==> config.mk <==
export PLATFORM = sky130hd
export DESIGN_NAME = window_gen_3x3
export DESIGN_NICKNAME = d
export VERILOG_FILES = /design/src/rtl/window_gen_3x3.sv
export SDC_FILE = /design/constraint.sdc
export NUM_CORES = 1
export LEC_CHECK = 0
export ABC_CLOCK_PERIOD_IN_PS = 6670
export CAP_MARGIN = 20
export CORE_ASPECT_RATIO = 0.6
export CORE_UTILIZATION = 45
export CTS_CLUSTER_SIZE = 28
export DETAILED_ROUTE_END_ITERATION = 7
export PLACE_DENSITY = 0.66
export SLEW_MARGIN = 0
export SYNTH_ARGS = -nofsm -noshare
export SYNTH_HDL_FRONTEND = slang
export SYNTH_SLANG_ARGS = --single-unit
==> constraint.sdc <==
create_clock -name clk -period 6.67 [get_ports clk]
set_input_delay 1.334 -clock clk [delete_from_list [all_inputs] [get_ports clk]]
set_output_delay 1.334 -clock clk [all_outputs]
set_load 0.02 [all_outputs]
==> src/rtl/window_gen_3x3.sv <==
// window_gen_3x3: streaming 3x3 sliding-window generator for the 3x3 MAC stage.
// Takes one raster-order pixel per cycle, keeps the two previous rows in line
// buffers and presents one valid-only 3x3 window per cycle through a one-entry
// output register with valid/ready flow control.
module window_gen_3x3 #(
    parameter int DATA_WIDTH = 16,
    parameter int IMG_WIDTH  = 28,
    parameter int IMG_HEIGHT = 28
) (
    input  logic                         clk,
    input  logic                         rst_n,
    input  logic                         in_valid,
    output logic                         in_ready,
    input  logic signed [DATA_WIDTH-1:0] in_pixel,
    output logic                         out_valid,
    input  logic                         out_ready,
    output logic signed [DATA_WIDTH-1:0] px0,
    output logic signed [DATA_WIDTH-1:0] px1,
    output logic signed [DATA_WIDTH-1:0] px2,
    output logic signed [DATA_WIDTH-1:0] px3,
    output logic signed [DATA_WIDTH-1:0] px4,
    output logic signed [DATA_WIDTH-1:0] px5,
    output logic signed [DATA_WIDTH-1:0] px6,
    output logic signed [DATA_WIDTH-1:0] px7,
    output logic signed [DATA_WIDTH-1:0] px8,
    output logic                         out_last
);

    localparam int CW = $clog2(IMG_WIDTH);
    localparam int RW = $clog2(IMG_HEIGHT);
    localparam logic [CW-1:0] COL_LAST = CW'(IMG_WIDTH - 1);
    localparam logic [RW-1:0] ROW_LAST = RW'(IMG_HEIGHT - 1);

    logic [CW-1:0] col;
    logic [RW-1:0] row;
    logic          accept;
    logic          emit;

    // linebuf1 holds row r-2, linebuf0 holds row r-1 (indexed by column)
    logic signed [DATA_WIDTH-1:0] linebuf0 [IMG_WIDTH];
    logic signed [DATA_WIDTH-1:0] linebuf1 [IMG_WIDTH];
    logic signed [DATA_WIDTH-1:0] lb0_rd;
    logic signed [DATA_WIDTH-1:0] lb1_rd;

    // Only the two most recent window columns are stored; the third (newest)
    // column comes straight from the line buffers and in_pixel, so the window
    // presented at the output is {stored cols, new col}.
    logic signed [DATA_WIDTH-1:0] top1, top2;
    logic signed [DATA_WIDTH-1:0] mid1, mid2;
    logic signed [DATA_WIDTH-1:0] bot1, bot2;

    assign in_ready = !out_valid || out_ready;
    assign accept   = in_valid && in_ready;
    assign emit     = (row >= RW'(2)) && (col >= CW'(2));
    assign lb0_rd   = linebuf0[col];
    assign lb1_rd   = linebuf1[col];

    // Raster position counters: column wraps into row, row wraps into next frame
    always_ff @(posedge clk or negedge rst_n) begin
        if (!rst_n) begin
            col <= '0;
            row <= '0;
        end else if (accept) begin
            if (col == COL_LAST) begin
                col <= '0;
                row <= (row == ROW_LAST) ? '0 : row + RW'(1);
            end else begin
                col <= col + CW'(1);
            end
        end
    end

    // Line buffers and window columns shift on every accepted pixel (no reset needed)
    always_ff @(posedge clk) begin
        if (accept) begin
            linebuf1[col] <= lb0_rd;
            linebuf0[col] <= in_pixel;
            top1 <= top2;
            top2 <= lb1_rd;
            mid1 <= mid2;
            mid2 <= lb0_rd;
            bot1 <= bot2;
            bot2 <= in_pixel;
        end
    end

    // One-entry output register: load on a completing pixel, clear on transfer, hold on stall
    always_ff @(posedge clk or negedge rst_n) begin
        if (!rst_n) begin
            out_valid <= 1'b0;
            out_last  <= 1'b0;
            px0 <= '0;
            px1 <= '0;
            px2 <= '0;
            px3 <= '0;
            px4 <= '0;
            px5 <= '0;
            px6 <= '0;
            px7 <= '0;
            px8 <= '0;
        end else if (accept && emit) begin
            out_valid <= 1'b1;
            out_last  <= (row == ROW_LAST) && (col == COL_LAST);
            px0 <= top1;
            px1 <= top2;
            px2 <= lb1_rd;
            px3 <= mid1;
            px4 <= mid2;
            px5 <= lb0_rd;
            px6 <= bot1;
            px7 <= bot2;
            px8 <= in_pixel;
        end else if (accept || out_ready) begin
            out_valid <= 1'b0;
            out_last  <= 1'b0;
        end
    end

endmodule

==> impl_metrics.env <==
export IMPL_finalPower_mw=25.6
export IMPL_ir_drop_uv=337
export IMPL_fp_dieH_um=242
export IMPL_power_switching_mw=9.05
export IMPL_min_period_over_period=0.647
export IMPL_critPathSlowestCell="dfrtp_4"
export IMPL_antenna_left=0
export IMPL_crit_path_frequent_cell="buf_4"
export IMPL_power_share_clock=0.230
export IMPL_gp_congestion=0.892
export IMPL_slowest_delay_ps=1040
export IMPL_cts_tree="yes"
export IMPL_synth_cells=2227
export IMPL_grt_pass1_wl_um=157000
export IMPL_yosysWarnings=0
export IMPL_top_layer="met5"
export IMPL_maxSlewViolCount=0
export IMPL_clock_skew_ps=33.4
export IMPL_cp_max_fo=48
export IMPL_async_flop_share=0.136
export IMPL_status="finished, final reports clean"
export IMPL_p_int_mw=16.5
export IMPL_drt_iter0_drc=2612
export IMPL_fp_row_count=87
export IMPL_multi_input_area_sq_mm=0.00914
export IMPL_pwr_share_comb=0.348
export IMPL_hold_viol_final=0
export IMPL_die_w_um=402
export IMPL_grt_max_degree=117
export IMPL_seq_area_sq_mm=0.0337
export IMPL_timing_setup_tns_ps=0
export IMPL_min_path_type="reg -> reg"
export IMPL_synth_enable_flop_cells=992
export IMPL_detail_route_vias_per_cell=5.91
export IMPL_fin_ws_ps=2360
export IMPL_synth_top_cell_area_share=0.689
export IMPL_dp_hpwl_um=70900
export IMPL_crit_arrival_ps=4730
export IMPL_h_tree_depth=3
export IMPL_clock_path_buffers=3
export IMPL_seq_area_frac_synth=0.779
export IMPL_place_ws_ps=1660
export IMPL_routed_wl_um=110000
export IMPL_instances_no_fill=3780
export IMPL_dieArea_sq_mm=0.0974
export IMPL_ios=167
export IMPL_cp_start_kind="register"
export IMPL_numPlacedInstances=3587
export IMPL_ys_ff_latch=1148
export IMPL_drive_gt1_frac=0.197
export IMPL_swShare=0.354
export IMPL_crit_path_end_kind="register"
export IMPL_critPathRequiredTime_ps=7090
export IMPL_drc=0
export IMPL_vias=22332
export IMPL_clk_pin_slew_ps=70
export IMPL_avgSynthCellArea_sq_um=19.4
export IMPL_reg_top3="linebuf0: 448 flops, linebuf1: 448 flops"
export IMPL_power_density_mw_per_mm2=511
export IMPL_firstDrtPassIters=6
export IMPL_core_area_sq_mm=0.0946
export IMPL_ys_types=55
export IMPL_met2_length_um=45400
export IMPL_drv_cap=0
export IMPL_tightestPinTransition_ps=1250
export IMPL_nNetsFinal=2474
export IMPL_cts_root_buf="clkbuf_16"
export IMPL_fin_crit_ps=4310
export IMPL_critical_path_cell_chain="buf_4 -> mux2i_1 -> o22ai_1 -> nor3_1 -> nand2_1 -> buf_4"
export IMPL_relSlewSlack=0.167
export IMPL_rsz0062_at_grt="no"
export IMPL_routedWlPerCell_um=29.1
export IMPL_synth_top_cell_by_area="edfxtp_1"
export IMPL_final_util=0.529
export IMPL_antenna_found_initial=13
export IMPL_ys_top_cells_by_area="edfxtp_1 69%, dfrtp_1 9.0%, mux2i_1 7.7%"
export IMPL_grtUsageTotal=0.226
export IMPL_post_cts_resized=0
export IMPL_drt_met1_wl_um=47100
export IMPL_grt_overflow=0
export IMPL_netlist_area_sq_mm=0.0432
export IMPL_cts_hold_repair_buffers=0
export IMPL_grt_pass1_vias=21915
export IMPL_synth_nets=2253
export IMPL_io_buffers=166
export IMPL_cts_buffers_inserted=97
export IMPL_cts_sinks=1148
export IMPL_clk_latency_ps=710
export IMPL_fmax_mhz=232
export IMPL_post_cts_buffers=0
export IMPL_start_util=0.457
export IMPL_fill_cells=7192
export IMPL_seqPwrFrac=0.422
export IMPL_ys_flop_type="edfxtp_1"
export IMPL_setup_viol=0
export IMPL_wl_met3_um=15800
export IMPL_synthToLayoutAreaGrowth_pct=15.7
export IMPL_p_leak_nw=17.0
export IMPL_critPathKind="reg -> reg"
[cells in the final DEF, fill, tap and decap left out, types with 13 or more instances in the layout]
cell | Yosys | final
edfxtp_1 | 992 | 992
nand2_1 | 44 | 40
clkinv_2 | 0 | 24
a22oi_1 | 46 | 46
nor4_1 | 17 | 16
mux4_2 | 56 | 56
dfrtp_1 | 156 | 153
nor3_1 | 17 | 13
nor2_4 | 0 | 24
mux2i_1 | 333 | 333
mux2_2 | 151 | 151
o22ai_1 | 101 | 101
clkbuf_1 | 23 | 19
clkbuf_16 | 0 | 102
clkdlybuf4s50_1 | 0 | 153
nand3_1 | 42 | 40
o21ai_0 | 18 | 18
buf_4 | 21 | 57
o32ai_1 | 17 | 17
[stage by stage]
step	instance area [sq um]	hold WS, ps
finish	50000	442
global route	50000	458
CTS	49900	439
detailed placement	46600	427
global placement	46500	426
floorplan	43200	420
[per-layer routing]
layer	vias up	GRT usage
li1	9422	-
met1	11629	0.341
met2	1144	0.306
met3	133	0.0937
met4	4	0.0452
met5	-	0
[critical path: cells and delay by family (launching register included)]
family | cells | cell delay [ps]
AO/OA/AOI/OAI | 1 | 100
buffers and inverters | 2 | 1030
flip-flops | 1 | 1040
multiplexers | 1 | 280
AND/OR/NAND/NOR | 2 | 1550
[kinds of logic after synthesis]
group / after synthesis / synth area share
DFF: 1148 / 0.779
muxes: 543 / 0.147
AOI/OAI and AO/OA: 206 / 0.0322
and+or+nand+nor: 200 / 0.0248
buffers and inverters: 122 / 0.0148
adders and majority gates: 6 / 0.00174
xor gates and xnor gates: 2 / 0.000405
[synthesized netlist by cell type, types with 4 or more instances]
library cell and count:
nor2_1 34, edfxtp_1 992, inv_1 6, buf_6 4, nand2_1 44, ha_1 6, nand2b_1 5, buf_2 59
a22oi_1 46, nor3_1 17, buf_1 6, clkbuf_1 23, a31oi_1 9, a221oi_1 6, mux2i_1 333, o32ai_1 17
nand4bb_1 5, or3_1 5, o22ai_1 101, nor4_1 17, buf_4 21, o21ai_0 18, mux4_2 56, dfrtp_1 156
nor2b_1 5, nand3_1 42, mux2_2 151
[area by class of cell]
type | count | area share
clock buffers | 124 | 0.0533
flip-flops and latches | 1148 | 0.673
well taps | 1246 | 0.0312
diodes | 1 | 0.0000500
multi-input cells | 957 | 0.183
repair buffers | 236 | 0.0462
clock inverters | 60 | 0.0126
inverters | 8 | 0.000650
[power by group through the flow]
stage,Combinational (mW),Clock (mW),Sequential (mW)
final,8.91,5.88,10.8
after CTS,8.73,5.95,10.8
after floorplan,4.22,0,11.2
after global routing,9.24,6.22,10.9
after detailed placement,8.71,0,10.9
after global placement,8.53,0,10.9
[path summary, 6_finish.rpt]
kind	from	endpoint	slack (ps)	cells past startpoint
setup reg to reg	col[1]$_DFFE_PN0P_	linebuf1[14][14]$_DFFE_PP_	2360	6
setup / recovery	col[1]$_DFFE_PN0P_	linebuf1[14][14]$_DFFE_PP_	2360	6
min in group asynchronous	rst_n	px7[9]$_DFFE_PN0P_	550	1
hold reg to reg	top2[13]$_DFFE_PP_	top1[13]$_DFFE_PP_	440	0
max in group asynchronous	rst_n	col[0]$_DFFE_PN0P_	5000	2
hold / removal	top2[13]$_DFFE_PP_	top1[13]$_DFFE_PP_	440	0
No activity file was read; power rests on OpenSTA's default activity.
